===== config.mk =====
export PLATFORM = sky130hd
export DESIGN_NAME = reg_write_arbiter
export DESIGN_NICKNAME = d
export VERILOG_FILES = /design/src/rtl/reg_arb_pkg.sv /design/src/rtl/rr_pick.sv /design/src/rtl/reg_write_arbiter.sv
export SDC_FILE = /design/constraint.sdc
export NUM_CORES = 1
export LEC_CHECK = 0
export ABC_AREA = 1
export BUFFER_PORTS_ARGS = -buffer_cell sky130_fd_sc_hd__buf_2
export CAP_MARGIN = 20
export CORE_UTILIZATION = 51
export CTS_BUF_LIST = sky130_fd_sc_hd__clkbuf_4
export CTS_CLUSTER_DIAMETER = 150
export DETAILED_ROUTE_END_ITERATION = 6
export PLACE_DENSITY_LB_ADDON = 0.05
export RECOVER_POWER = 100
export SLEW_MARGIN = 5
export SYNTH_ARGS = -nofsm -noshare
export SYNTH_HDL_FRONTEND = slang
export SYNTH_HIERARCHICAL = 1
export SYNTH_SLANG_ARGS = --single-unit

===== constraint.sdc =====
create_clock -name clk -period 6.7 [get_ports clk]
set_input_delay 0.67 -clock clk [delete_from_list [all_inputs] [get_ports clk]]
set_output_delay 0.67 -clock clk [all_outputs]
set_load 0.01 [all_outputs]

===== src/rtl/reg_arb_pkg.sv =====
// Shared types and defaults for the round-robin register write arbiter.
package reg_arb_pkg;

    localparam int unsigned NREQ_DEF  = 4;
    localparam int unsigned W_DEF     = 8;
    localparam int unsigned IDX_W_DEF = $clog2(NREQ_DEF);

    typedef logic [IDX_W_DEF-1:0] owner_idx_t;

    typedef enum logic {
        ARB    = 1'b0,
        LOCKED = 1'b1
    } arb_state_e;

endpackage


===== src/rtl/rr_pick.sv =====
// Rotate-priority encoder: first valid index scanning from ptr_i upward, modulo N.
module rr_pick #(
    parameter int unsigned N  = 4,
    parameter int unsigned IW = 2
) (
    input  logic [N-1:0]  val_i,
    input  logic [IW-1:0] ptr_i,
    output logic [IW-1:0] idx_o,
    output logic          any_o
);

    int unsigned   pos_c;
    logic [IW-1:0] pos_idx_c;

    // Scan from the farthest offset down so the nearest valid requester wins last.
    always_comb begin
        idx_o     = '0;
        any_o     = |val_i;
        pos_c     = 0;
        pos_idx_c = '0;
        for (int k = int'(N) - 1; k >= 0; k--) begin
            pos_c     = (32'(ptr_i) + 32'(k)) % N;
            pos_idx_c = IW'(pos_c);
            if (val_i[pos_idx_c]) begin
                idx_o = pos_idx_c;
            end
        end
    end

endmodule


===== src/rtl/reg_write_arbiter.sv =====
// Round-robin write arbiter owning a shared holding register.
// Optional hold/lock feature is enabled by defining REG_ARB_LOCK_EN.
module reg_write_arbiter
    import reg_arb_pkg::*;
#(
    parameter int unsigned NREQ = NREQ_DEF,
    parameter int unsigned W    = W_DEF
) (
    input  logic                      clk,
    input  logic                      reset,
    input  logic [NREQ-1:0]           req_val,
    input  logic [NREQ*W-1:0]         req_data,
    input  logic [NREQ-1:0]           req_lock,
    output logic [NREQ-1:0]           req_rdy,
    output logic [W-1:0]              out,
    output logic [$clog2(NREQ)-1:0]   out_owner,
    output logic                      out_val,
    output logic                      upd
);

    localparam int unsigned IW = $clog2(NREQ);

    logic [IW-1:0]   ptr_q;
    logic [IW-1:0]   win;
    logic            any;
    logic            locked;
    logic [IW-1:0]   own;
    logic [NREQ-1:0] rdy_c;
    logic            xfer;
    logic [IW-1:0]   xfer_idx;
    logic [W-1:0]    xfer_data;

    logic [W-1:0]    out_q;
    logic [IW-1:0]   owner_q;
    logic            val_q;
    logic            upd_q;

    function automatic logic [IW-1:0] next_ptr(input logic [IW-1:0] i);
        return (32'(i) == NREQ - 1) ? '0 : i + IW'(1);
    endfunction

    rr_pick #(
        .N  (NREQ),
        .IW (IW)
    ) u_pick (
        .val_i (req_val),
        .ptr_i (ptr_q),
        .idx_o (win),
        .any_o (any)
    );

    // Grant never looks at data; while locked only the owner is ready.
    always_comb begin
        rdy_c = '0;
        if (!reset) begin
            if (locked) begin
                rdy_c[own] = 1'b1;
            end else if (any) begin
                rdy_c[win] = 1'b1;
            end
        end
    end

    assign req_rdy   = rdy_c;
    assign xfer      = |(req_val & rdy_c);
    assign xfer_idx  = locked ? own : win;
    assign xfer_data = req_data[32'(xfer_idx) * W +: W];

    // Holding register and update pulse.
    always_ff @(posedge clk or posedge reset) begin
        if (reset) begin
            out_q   <= '0;
            owner_q <= '0;
            val_q   <= 1'b0;
            upd_q   <= 1'b0;
        end else begin
            upd_q <= xfer;
            if (xfer) begin
                out_q   <= xfer_data;
                owner_q <= xfer_idx;
                val_q   <= 1'b1;
            end
        end
    end

`ifdef REG_ARB_LOCK_EN
    arb_state_e    state_q;
    logic [IW-1:0] own_q;

    // Arbitration FSM; the pointer is frozen while a requester holds the lock.
    always_ff @(posedge clk or posedge reset) begin
        if (reset) begin
            state_q <= ARB;
            ptr_q   <= '0;
            own_q   <= '0;
        end else begin
            case (state_q)
                ARB: begin
                    if (xfer) begin
                        ptr_q <= next_ptr(win);
                        if (req_lock[win]) begin
                            state_q <= LOCKED;
                            own_q   <= win;
                        end
                    end
                end
                LOCKED: begin
                    if (!req_lock[own_q]) begin
                        state_q <= ARB;
                        ptr_q   <= next_ptr(own_q);
                    end
                end
                default: state_q <= ARB;
            endcase
        end
    end

    assign locked = (state_q == LOCKED);
    assign own    = own_q;
`else
    logic unused_lock;

    always_ff @(posedge clk or posedge reset) begin
        if (reset) begin
            ptr_q <= '0;
        end else if (xfer) begin
            ptr_q <= next_ptr(win);
        end
    end

    assign locked      = 1'b0;
    assign own         = '0;
    assign unused_lock = ^req_lock;
`endif

    assign out       = out_q;
    assign out_owner = owner_q;
    assign out_val   = val_q;
    assign upd       = upd_q;

`ifdef FORMAL
    a_rdy_onehot0: assert property (@(posedge clk) disable iff (reset)
        $onehot0(req_rdy));
    a_out_data: assert property (@(posedge clk) disable iff (reset)
        upd |-> (out == $past(xfer_data)));
`endif

endmodule


# [After elaboration in Yosys (flattened, before gate mapping)]
# Cells that the tools add are included.
[totals] ff_bits=14 output_inout_bits=16 word_cells=38 input_bits=42
[classes] bitwise=1 n_shift=1 n_reduce_logical=3 addsub=4 order_cmp=6 muxes=17 eq_ne=1
[ops] op="indexed part select 32 x 6 -> 8 bit" count=1
[ops] op="less-than comparator 2 x 3 -> 1 bit (second input constant)" count=5
[ops] op="2-to-1 mux 2 bit" count=5
[ops] op="binary-select mux 1 bit (select 2 bit)" count=4
[ops] op="2-to-1 mux 4 bit" count=2
[ops] op="OR reduction 4 bit" count=2
[ops] op="2-to-1 mux 1 bit" count=5
[ops] op="adder 2 x 1 -> 2 bit (second input constant)" count=2
[ops] op="adder 2 bit (second input constant)" count=2
[ops] op="AND 4 bit" count=1
[ops] op="demux 1 bit (select 2 bit)" count=1
[ops] op="equality test 2 bit (second input constant)" count=1
[ops] op="greater-or-equal comparator 2 x 1 -> 1 bit (second input constant)" count=1
[ops] op="logical AND 1 bit" count=1

# [Longest topological paths before layout]
# Gate-level depths: netlist of run 1.
[depth] ltp_word=15 depth_mapped=21 depth_no_buf=19

# [Modules after synthesis]
# Netlist of run 1, hierarchy kept.
[modules_own_cells] mod="reg_write_arbiter" n_inst=1 cells_each=147 area_per_inst_um2=972.2 seq_area_each_um2=350.3
[modules_own_cells] mod="rr_pick" n_inst=1 cells_each=46 area_per_inst_um2=188.9 seq_area_each_um2=0.0

# [Worst setup path after synthesis of run 1]
# Ideal clock, no wire load.
[synth_timing] path_type="in2out" start="in req_val[3]" end="out req_rdy[2]" arrival_ns=1.977 required_ns=6.030 path_slack_ns=4.053 path_buffers=1 cell_stages=14 cell_sequence="inv_1 > nand2_1 > nand3_1 > nand2_1 > inv_1 > nand2_1 > nand2_1 > nand2_1 > inv_1 > buf_2 > clkinv_1 > ha_1 > nand2_1 > nor2_1"
[synth_via] elab_chain_len=12 word_cells_on_any_way=20 classes_between="order compare (2); mux (16); reduce/logical (2)"
[synth_rtl] item="from (decl)" line="reg_write_arbiter.sv:11" source="input logic [NREQ-1:0] req_val,"
[synth_rtl] item="binary-select mux 1 bit (select 2 bit)" line="rr_pick.sv:24" source="if (val_i[pos_idx_c]) begin"
[synth_rtl] item="2-to-1 mux 1 bit (not written as such)" line="rr_pick.sv:24"
[synth_rtl] item="2-to-1 mux 2 bit (3 in a row)" line="rr_pick.sv:24"
[synth_rtl] item="2-to-1 mux 2 bit (*)" line="rr_pick.sv:24"
[synth_rtl] item="via win[0]" line="reg_write_arbiter.sv:24" source="logic [IW-1:0] win;"
[synth_rtl] item="less-than comparator 2 x 3 -> 1 bit (not written as such) or greater-or-equal comparator 2 x 1 -> 1 bit (tied branches)" line="reg_write_arbiter.sv:59" source="rdy_c[win] = 1'b1;"
[synth_rtl] item="logical AND 1 bit (not written as such)" line="reg_write_arbiter.sv:59"
[synth_rtl] item="2-to-1 mux 1 bit (not written as such)" line="reg_write_arbiter.sv:59"
[synth_rtl] item="demux 1 bit (select 2 bit) (*)" line="reg_write_arbiter.sv:59"
[synth_rtl] item="2-to-1 mux 4 bit (*)" line="reg_write_arbiter.sv:58" source="end else if (any) begin"
[synth_rtl] item="2-to-1 mux 4 bit (*)" line="reg_write_arbiter.sv:55" source="if (!reset) begin"
[synth_rtl] item="to (decl)" line="reg_write_arbiter.sv:14" source="output logic [NREQ-1:0] req_rdy,"
# The timed path passes the listed nets; every way through them passes the cells marked *. The select of a mux whose other input is x is not followed.

# [Worst setup path after layout of run 1]
[layout_timing] start="reg ptr_q[0]" end="reg owner_q[0], in the netlist out_owner[0]"
[layout_via] elab_chain_len=15 word_cells_on_any_way=24 classes_between="add/sub (3); order compare (2); mux (16); bitwise (1); reduce/logical (2)"
[layout_rtl] item="from (decl)" line="reg_write_arbiter.sv:23" source="logic [IW-1:0] ptr_q;"
[layout_rtl] item="from (signal assigned)" line="reg_write_arbiter.sv:127" source="ptr_q <= next_ptr(win);"
[layout_rtl] item="adder 2 bit" line="rr_pick.sv:22" source="pos_c = (32'(ptr_i) + 32'(k)) % N;"
[layout_rtl] item="binary-select mux 1 bit (select 2 bit)" line="rr_pick.sv:24"
[layout_rtl] item="2-to-1 mux 1 bit (not written as such)" line="rr_pick.sv:24"
[layout_rtl] item="2-to-1 mux 2 bit (3 in a row)" line="rr_pick.sv:24"
[layout_rtl] item="2-to-1 mux 2 bit (*)" line="rr_pick.sv:24"
[layout_rtl] item="via win[0]" line="reg_write_arbiter.sv:24"
[layout_rtl] item="less-than comparator 2 x 3 -> 1 bit (not written as such) or greater-or-equal comparator 2 x 1 -> 1 bit (tied branches)" line="reg_write_arbiter.sv:59"
[layout_rtl] item="logical AND 1 bit (not written as such)" line="reg_write_arbiter.sv:59"
[layout_rtl] item="2-to-1 mux 1 bit (not written as such)" line="reg_write_arbiter.sv:59"
[layout_rtl] item="demux 1 bit (select 2 bit)" line="reg_write_arbiter.sv:59"
[layout_rtl] item="2-to-1 mux 4 bit" line="reg_write_arbiter.sv:58"
[layout_rtl] item="2-to-1 mux 4 bit" line="reg_write_arbiter.sv:55"
[layout_rtl] item="AND 4 bit" line="reg_write_arbiter.sv:65" source="assign xfer = |(req_val & rdy_c);"
[layout_rtl] item="OR reduction 4 bit" line="reg_write_arbiter.sv:65"
[layout_rtl] item="to (signal assigned)" line="reg_write_arbiter.sv:80" source="owner_q <= xfer_idx;"
[layout_rtl] item="to (decl)" line="reg_write_arbiter.sv:34" source="logic [IW-1:0] owner_q;"
# Marked as above.
# A chain may end at the register's enable or synchronous reset.

==> qor.csv, run 1 <==
stage;metric;value;unit
timing;worstMarginPinSlew;816;ps
worst_setup_path;crit_type;reg -> reg;
placed_design;io_buffers;53;
grt;grt_max_degree;30;
routing;vias;1346;
clock_tree;clockRootBuffer;clkbuf_4;
routing;vias_per_cell;4.99;
logic_synthesis;ys_seq_elements;14;
routing;wire_per_inst;10.0;um
power_and_ir_drop;cellPowerDensity;514;nW/um^2
placed_design;dp_hpwl;2.19;mm
grt;grt_pass1_vias;1181;
routing;wirelength;2.70;mm
timing;fmax;247;MHz
power_and_ir_drop;leakagePower;0.870;nW
logic_synthesis;yosysWarnings;6;
timing;slew_headroom;45.4;%
logic_synthesis;yosysUniqueCellTypes;20;
layout;antennaDiodeCount;0;
clock_tree;cts_tree;yes;
worst_setup_path;r2r_end;out_owner[0];
logic_synthesis;synthesis.nets;239;
worst_setup_path;ff2ff_path_depth;18;
routing;dr.first_iter.drc_count;31;
routing;postRouteAntennaNets;0;
layout;area_growth;21.4;%
logic_synthesis;avgSynthCellArea;6.02;um^2
status;status;finished clean;
worst_hold_path;whs_path_depth;2;
worst_setup_path;critPathMaxFanout;29;
worst_hold_path;worstHoldStart;out_val;
clock_tree;hold_buffers;0;
layout;finish.net_count;290;
clock_tree;clk_pin_slew;80;ps
power_and_ir_drop;irDropWorstVdd;0.296;mV
grt;grt_pass1_wl;4.68;mm
routing;drc;0;
timing;finalSetupViolations;0;
logic_synthesis;ys_seq_area_share;30.2;%
clock_tree;cts.htree.levels;1;
layout;layout-drive-gt1-share;18.1;%
floorplanning;die_h;49.7;um
clock_tree;cts_resized;0;
worst_setup_path;regToRegSetupSlack;2660;ps
routing;firstDrtPassIters;4;
timing;final-hold-violation-count;0;
clock_tree;cts.sinks;14;
floorplanning;floorplan.initialDensity;56.9;%
layout;n_fill_cell;201;
logic_synthesis;syn-instance-count;193;
job;cap_viol_max_count;0;
timing;fin_tns_setup;0;ps
timing;rsz0062_at_grt;no;
floorplanning;dieWidth;49.7;um
worst_setup_path;critical_path_required;6900;ps
floorplanning;die_area;2470;um^2
worst_setup_path;cp.arrival;4240;ps
grt;antenna_found_initial;0;
grt;grtUsageTotal;23.9;%
layout;fin_util;69.1;%
clock_tree;cts_inserted_buffers;3;
floorplanning;coreArea;2040;um^2
clock_tree;post_cts_buffers;0;
worst_setup_path;crit-reg2reg-launch;ptr_q[0];
logic_synthesis;syn_area;1160;um^2
worst_hold_path;hold_path_class;reg -> reg;
timing;min_period;4040;ps
worst_hold_path;worstHoldEndpoint;out_val;
placed_design;gp_congestion;0.826;
grt;overflow;0;
clock_tree;clock_path_buffers;2;
timing;slew_violations;0;
clock_tree;clock_latency;270;ps
worst_setup_path;cp-end-kind;flop;
timing;finalCritPeriodShare;60.4;%
floorplanning;io_pins;58;
floorplanning;rows;16;
worst_setup_path;cp-start-kind;flop;
timing;skew;4.72;ps
[cell type report]
| class | count | area, um^2 | share of cell area, % |
|---|---|---|---|
| Tap cell | 27 | 33.8 | 2.40 |
| Sequential cell | 14 | 350 | 24.8 |
| Inverter | 21 | 78.8 | 5.59 |
| Clock inverter | 1 | 3.75 | 0.266 |
| Clock buffer | 3 | 22.5 | 1.60 |
| Multi-Input combinational cell | 151 | 676 | 47.9 |
| Timing Repair Buffer | 53 | 245 | 17.4 |
[power by group]
group | switching (W) | leakage, nW | internal (W)
sequential | 0.0000241 | 0.172 | 0.000124
combinational | 0.000358 | 0.682 | 0.000174
clock | 0.0000239 | 0.0154 | 0.0000215
total | 0.000406 | 0.870 | 0.000319
[metrics by stage]
stage,hold WS (ps),area [um^2],power (W),cells,worst slack (ps)
2_1_floorplan,491,1160,0.000589,193,4050
3_5_place_dp,449,1410,0.000694,266,3020
5_1_grt,505,1410,0.000816,270,2090
3_3_place_gp,442,1410,0.000679,266,3110
6_report,468,1410,0.000725,270,2660
4_1_cts,390,1440,0.000744,270,3000
[per-layer routing]
| layer | track usage [%] | vias up | part of all wire, % |
|---|---|---|---|
| met4 | 5.24 | 0 | 0.63 |
| met1 | 29.8 | 609 | 45 |
| met2 | 42.6 | 37 | 50 |
| li1 | - | 698 | - |
| met3 | 4.01 | 2 | 3.5 |
| met5 | 0 | - | 0 |
[state kept, by name, summed over array words and instances (netlist names)]
register and count:
out 8, out_owner 2, ptr_q 2, out_val 1
upd 1
[layout by cell type, fill, tap and decap left out, types with 4 or more instances in the layout]
cell      instances
o211ai_1          8
ha_1              4
o21ai_1           4
inv_1            19
o21ai_0           9
nand3_1           8
clkbuf_1         16
nor2_1            5
nand2_1         106
buf_2            37
dfrtp_1          14
[cell usage after synthesis]
cell | number | share of area [%]
inv_1 | 17 | 5.5
nor2_4 | 1 | 0.97
nor2_2 | 2 | 1.1
nand2_2 | 3 | 1.6
nand2_1 | 105 | 34
o211ai_1 | 8 | 5.2
o21ai_1 | 4 | 1.7
buf_6 | 1 | 0.97
nand4_1 | 3 | 1.6
clkinv_1 | 2 | 0.65
buf_4 | 1 | 0.65
o21ai_0 | 9 | 3.9
ha_1 | 4 | 4.3
nor2_1 | 4 | 1.3
dfrtp_1 | 14 | 30
buf_2 | 3 | 1.3
inv_2 | 2 | 0.65
clkbuf_2 | 1 | 0.43
clkbuf_4 | 1 | 0.65
nand3_1 | 8 | 3.4
[kinds of logic (layout without fill, tap and decap cells)]
family	after synthesis	after routing	synth area share (%)
and+or+nand+nor	126	126	44.0
AOI/OAI and AO/OA	21	21	10.8
adders and majority gates	4	4	4.31
DFF	14	14	30.2
buffers and inverters	28	78	10.8
[critical path, cell delays in order (launching register included)]
cell      delay (ps)
dfrtp_1          460
inv_1            220
nand2_1          100
nand3_1          110
nand2_1           60
inv_1             80
nand2_1           60
nand2_1           50
nand2_1           50
inv_1            590
clkinv_1         490
ha_1             340
nand2_1           70
nor2_2            50
nand2_1           60
nand2_1          220
nor2_1           700
nand2_1          140
nand2_1          120
[worst max path at each step]
stage | start | endpoint | cells after the start
global placement | req_val[3] | req_rdy[2] | 15
finish | ptr_q[0] | out_owner[0] | 18
floorplan | req_val[3] | req_rdy[2] | 14
detailed placement | req_val[3] | req_rdy[2] | 15
global route | ptr_q[0] | out_owner[0] | 19
CTS | ptr_q[0] | req_rdy[2] | 14
Power figures use the tool's default switching activity.
==> run 2: changes to the inputs <==
- CORE_UTILIZATION: 51 -> 43
- clock period: 6.7 -> 3.52 ns (I/O delays scaled with it)
==> run 2 against run 1 <==
Clock skew fell by 3.8 ps. Setup slack got worse by 2100 ps. Fmax rose by 37%. Clock power rose by 86%. Die area rose by 18%. Hold slack got worse by 290 ps. Via count fell by 7.4%. Critical path depth fell by 2. Global-route usage fell by 4.8 points. Final cell count rose by 1.1%. Sequential share of layout area fell by 0.24 points. Utilization fell by 13 points. Critical endpoint is now out[5].
==> qor.csv, run 2 (synthesized netlist as in run 1, its figures left out) <==
stage;metric;value;unit
status;status;finished clean;
grt;grt_pass1_wl;4.16;mm
placed_design;io_buffers;53;
floorplanning;dieWidth;54.0;um
layout;regArea;350;um^2
worst_hold_path;hold_path_class;in -> async;
clock_tree;cts_inserted_buffers;3;
clock_tree;cts.sinks;14;
clock_tree;clock_path_buffers;2;
floorplanning;floorplan.initialDensity;46.0;%
power_and_ir_drop;p_int;0.000619;W
worst_setup_path;slowest_delay;470;ps
power_and_ir_drop;p_comb_share;73.5;%
timing;min_period;2950;ps
worst_setup_path;cp-end-kind;flop;
clock_tree;clock_latency;270;ps
power_and_ir_drop;power_frac_seq;20.4;%
routing;dr.first_iter.drc_count;17;
power_and_ir_drop;p_sw_share;55.3;%
floorplanning;coreArea;2520;um^2
layout;layout_commonest_cell;nand2_1;
layout;finish.net_count;291;
timing;worstMarginPinSlew;557;ps
timing;skew;0.887;ps
routing;wire_per_inst;9.29;um
job;cap_viol_max_count;0;
worst_setup_path;cp.arrival;3170;ps
worst_setup_path;critical_path_required;3730;ps
worst_setup_path;cp-start-kind;flop;
layout;n_fill_cell;287;
layout;layout-drive-gt1-share;19.3;%
floorplanning;io_pins;58;
timing;slew_headroom;62.8;%
power_and_ir_drop;leakagePower;0.879;nW
placed_design;dp_hpwl;2.00;mm
clock_tree;clk_pin_slew;70;ps
grt;grt_pass1_vias;996;
layout;layout_common_cells;nand2_1, buf_2, inv_1;
worst_setup_path;slowest_stage;dfrtp_1;
layout;area_growth;22.6;%
grt;overflow;0;
worst_setup_path;crit_top_cell;nand2_1;
clock_tree;cts_tree;yes;
floorplanning;die_h;54.0;um
layout;multi_input_area;683;um^2
timing;finalCritPeriodShare;83.9;%
floorplanning;rows;18;
timing;fmax;338;MHz
clock_tree;cts.htree.levels;1;
placed_design;gp_congestion;0.777;
worst_setup_path;crit_family;simple AND/OR/NAND/NOR gates;
clock_tree;post_cts_buffers;0;
routing;vias;1246;
worst_setup_path;critPathMaxFanout;14;
power_and_ir_drop;power_switching;0.000766;W
power_and_ir_drop;irDropWorstVdd;0.721;mV
worst_setup_path;crit_buf_inv;3;
routing;drc;0;
timing;finalSetupViolations;0;
timing;slew_violations;0;
timing;final-hold-violation-count;0;
clock_tree;clockRootBuffer;clkbuf_4;
routing;firstDrtPassIters;4;
routing;postRouteAntennaNets;0;
floorplanning;die_area;2910;um^2
power_and_ir_drop;cellPowerDensity;973;nW/um^2
grt;grt_max_degree;29;
routing;wirelength;2.54;mm
layout;largest_reg_flops;8;
grt;antenna_found_initial;0;
grt;grtUsageTotal;19.1;%
layout;fin_util;56.4;%
layout;antennaDiodeCount;0;
clock_tree;hold_buffers;0;
power_and_ir_drop;clock_power_share;6.1;%
timing;rsz0062_at_grt;no;
worst_setup_path;path_cells;inv_1, nand2_1, nand3_1, nand2_1, inv_1, nand3_1, nand2_1, clkinv_1, ha_1, nand2_1, nor2_1, nand2_1, nand2_2, nor2_4, nand2_1, nand2_1;
worst_setup_path;crit_type;reg -> reg;
routing;vias_per_cell;4.56;
clock_tree;cts_resized;0;
timing;fin_tns_setup;0;ps
==> run 2: cell count changes in the layout (fill, tap and decap cells not counted), sizes merged <==
cell / previous run / this run
buf: 37 / 38
clkinv: 3 / 2
==> run 2: power groups by stage <==
stage / logic (W) / registers, W / clock network [W]
detailed placement: 0.00105 / 0.000285 / 0
CTS: 0.00106 / 0.000282 / 0.0000856
floorplan: 0.000814 / 0.000308 / 0
finish: 0.00102 / 0.000283 / 0.0000844
global route: 0.00120 / 0.000293 / 0.0000934
global placement: 0.00105 / 0.000285 / 0
==> run 2: worst paths after layout <==
check                       startpoint       end  slack [ps]  cells past startpoint
max                           ptr_q[0]    out[5]         570                     16
min                              reset  ptr_q[1]         180                      2
max reg2reg                   ptr_q[0]    out[5]         570                     16
min reg2reg                    out_val   out_val         460                      2
max in group asynchronous        reset    out[0]        2970                      2
min in group clk           req_data[4]    out[4]         440                      5
==> run 2: through the flow <==
stage                     cells  power [W]  hold slack, ps  worst slack, ps  cell area, um^2
after CTS                   273    0.00142            80.2              623             1450
final                       273    0.00139             183              565             1420
after global routing        273    0.00159             247              154             1420
after detailed placement    270    0.00133             372              645             1430
after global placement      270    0.00133             373              635             1430
after floorplan             193    0.00112             173             1140             1160
==> run 2: layer usage <==
layer / track usage [%] / vias up / wire length [um]
li1: - / 703 / -
met1: 27.3 / 496 / 1370
met2: 29.8 / 43 / 1000
met3: 1.13 / 4 / 131
met4: 6.58 / 0 / 30
met5: 0 / - / 0
==> run 2: layout make-up <==
class                   instances  area share, %
well taps                      30           2.64
repair buffers                 54           17.7
flip-flops and latches         14           24.6
clock buffers                   3           1.58
inverters                      21           5.54
multi-input cells             151           48.0
==> run 3: changes to the inputs <==
- ABC_AREA: 1 -> 0
- CORE_UTILIZATION: 43 -> 44
- clock period: 3.52 -> 2.9 ns (I/O delays scaled with it)
==> run 3 against run 2 <==
Flip-flop and latch count is the same. First-iteration DRC count shrank 59%. Fmax grew 26%. Sequential share of layout area grew 4.4 points. Hold slack lost 130 ps. Critical path type unchanged. Critical endpoint is now out_owner[0]. Highest routed layer is now met3.
==> qor.csv, run 3 <==
stage;metric;value;unit
status;status;finished clean;
worst_setup_path;r2r_end;out_owner[0];
logic_synthesis;synth_common_cells;dfrtp_1, mux2_4, mux4_2;
grt;use_met2;27.7;%
placed_design;io_buffers;53;
worst_setup_path;cp.arrival;2510;ps
routing;drc;0;
clock_tree;cts_inserted_buffers;3;
floorplanning;die_h;48.2;um
layout;layout_common_cells;buf_2, clkbuf_1, dfrtp_1;
grt;busiest_layer;met2;
floorplanning;floorplan.initialDensity;47.3;%
logic_synthesis;syn_area;938;um^2
placed_design;dp_hpwl;1.49;mm
clock_tree;cts_resized;0;
routing;wirelength;1.82;mm
clock_tree;clockRootBuffer;clkbuf_4;
timing;rsz0062_at_grt;no;
grt;grt_util_met3;6.67;%
worst_setup_path;slowest_stage;dfrtp_1;
logic_synthesis;synth_top_area_share;37.3;%
logic_synthesis;post-synth-top-count-cell;dfrtp_1;
worst_setup_path;ff2ff_path_depth;6;
timing;finalCritPeriodShare;81.0;%
logic_synthesis;yosysUniqueCellTypes;22;
logic_synthesis;synthesis.nets;113;
clock_tree;cts_tree;yes;
logic_synthesis;synth_flop_cell;dfrtp_1;
layout;largest_reg_flops;8;
logic_synthesis;synth_top_area_cell;dfrtp_1;
logic_synthesis;async_reset_ff_share;100;%
layout;fin_util;60.9;%
worst_hold_path;hold_path_class;in -> async;
clock_tree;cts.htree.levels;1;
layout;finish.net_count;170;
worst_setup_path;slowest_delay;450;ps
worst_setup_path;crit-reg2reg-launch;ptr_q[1];
logic_synthesis;syn-instance-count;67;
job;cap_viol_max_count;0;
worst_setup_path;cp-startpoint;ptr_q[1];
power_and_ir_drop;irDropWorstVdd;0.430;mV
clock_tree;clock_latency;270;ps
clock_tree;clk_pin_slew;80;ps
layout;layout_commonest_cell;buf_2;
logic_synthesis;yosysWarnings;6;
grt;met1_usage;22.5;%
grt;overflow;0;
timing;min_period;2350;ps
floorplanning;dieWidth;48.2;um
worst_setup_path;regToRegSetupSlack;550;ps
routing;firstDrtPassIters;4;
grt;grtUsageTotal;17.1;%
grt;grt_pass1_vias;601;
clock_tree;post_cts_buffers;0;
clock_tree;cts.sinks;14;
placed_design;gp_congestion;0.818;
timing;fmax;425;MHz
routing;dr.first_iter.drc_count;7;
worst_setup_path;path_cells;mux2i_1, a211oi_2, ha_1, a22oi_1, a21boi_4, mux2_2;
timing;worstMarginPinSlew;523;ps
clock_tree;clock_path_buffers;2;
floorplanning;io_pins;58;
timing;final-hold-violation-count;0;
logic_synthesis;synthTopCellsByArea;dfrtp_1, mux4_2, mux2_4, mux2_2, ha_1;
worst_setup_path;critical_path_required;3060;ps
clock_tree;hold_buffers;0;
timing;slew_headroom;65.1;%
worst_setup_path;crit_type;reg -> reg;
grt;antenna_found_initial;0;
logic_synthesis;ys_seq_elements;14;
routing;vias_per_cell;4.91;
floorplanning;die_area;2320;um^2
layout;antennaDiodeCount;0;
routing;vias;736;
worst_setup_path;critPathMaxFanout;14;
grt;grt_pass1_wl;2.70;mm
timing;slew_violations;0;
worst_setup_path;cp-start-kind;flop;
floorplanning;rows;16;
logic_synthesis;synth-edff-count;0;
layout;area_growth;28.7;%
power_and_ir_drop;leakagePower;0.563;nW
timing;finalSetupViolations;0;
worst_setup_path;cp-end-kind;flop;
layout;layout-drive-gt1-share;48.0;%
timing;fin_tns_setup;0;ps
grt;grt_max_degree;15;
logic_synthesis;ys_seq_area_share;37.3;%
logic_synthesis;avgSynthCellArea;14.0;um^2
routing;wire_per_inst;12.1;um
timing;skew;7.80;ps
power_and_ir_drop;cellPowerDensity;797;nW/um^2
floorplanning;coreArea;1980;um^2
routing;postRouteAntennaNets;0;
[run 3: how the worst max path moves through the flow]
stage	endpoint
floorplan	out[0]
global placement	out[7]
detailed placement	out_owner[0]
CTS	out[7]
global route	out_owner[0]
finish	out_owner[0]
[run 3: layout make-up]
type                       count  area (um^2)
clock buffer                   3         22.5
clock inverter                 1         3.75
fill                         193          774
inverter                       3         11.3
multi-input combinational     47          524
sequential                    14          350
tap                           27         33.8
timing repair buffer          55          262
[run 3: power by group]
group	internal, W	total, W	switching, W
clock network	0.0000498	0.000107	0.0000577
registers	0.000286	0.000341	0.0000549
logic	0.000270	0.000514	0.000243
total	0.000606	0.000962	0.000356
[run 3: cell families after synthesis]
kind of cell    count (synthesis)  share of synthesized area [%]
fa+ha+maj                       4                           5.33
buf+inv                         6                           4.00
simple gates                   16                           9.20
compound gates                  6                           6.27
mux                            21                           37.9
flops                          14                           37.3
[run 3: per-layer routing]
| layer | up-vias | wire (um) |
|---|---|---|
| li1 | 361 | - |
| met1 | 346 | 799 |
| met2 | 29 | 914 |
| met3 | 0 | 105 |
| met4 | 0 | 0 |
| met5 | - | 0 |
[run 3: worst max-delay path: cells and delay by family, from the launching register on]
kind	cells	cell delay, ps
multiplexers	2	550
AO/OA/AOI/OAI	3	980
adder cells (fa/ha/maj)	1	260
flip-flops	1	450
[run 3: stage by stage]
stage / area (um^2) / setup slack, ps / hold slack [ps] / instances / total power [W]
finish: 1210 / 550 / 52.2 / 150 / 0.000962
global route: 1210 / 366 / 91.0 / 150 / 0.00105
CTS: 1250 / 447 / 73.2 / 150 / 0.00107
detailed placement: 1230 / 446 / 378 / 146 / 0.000951
global placement: 1230 / 498 / 374 / 146 / 0.000937
floorplan: 938 / 529 / 179 / 67 / 0.000784
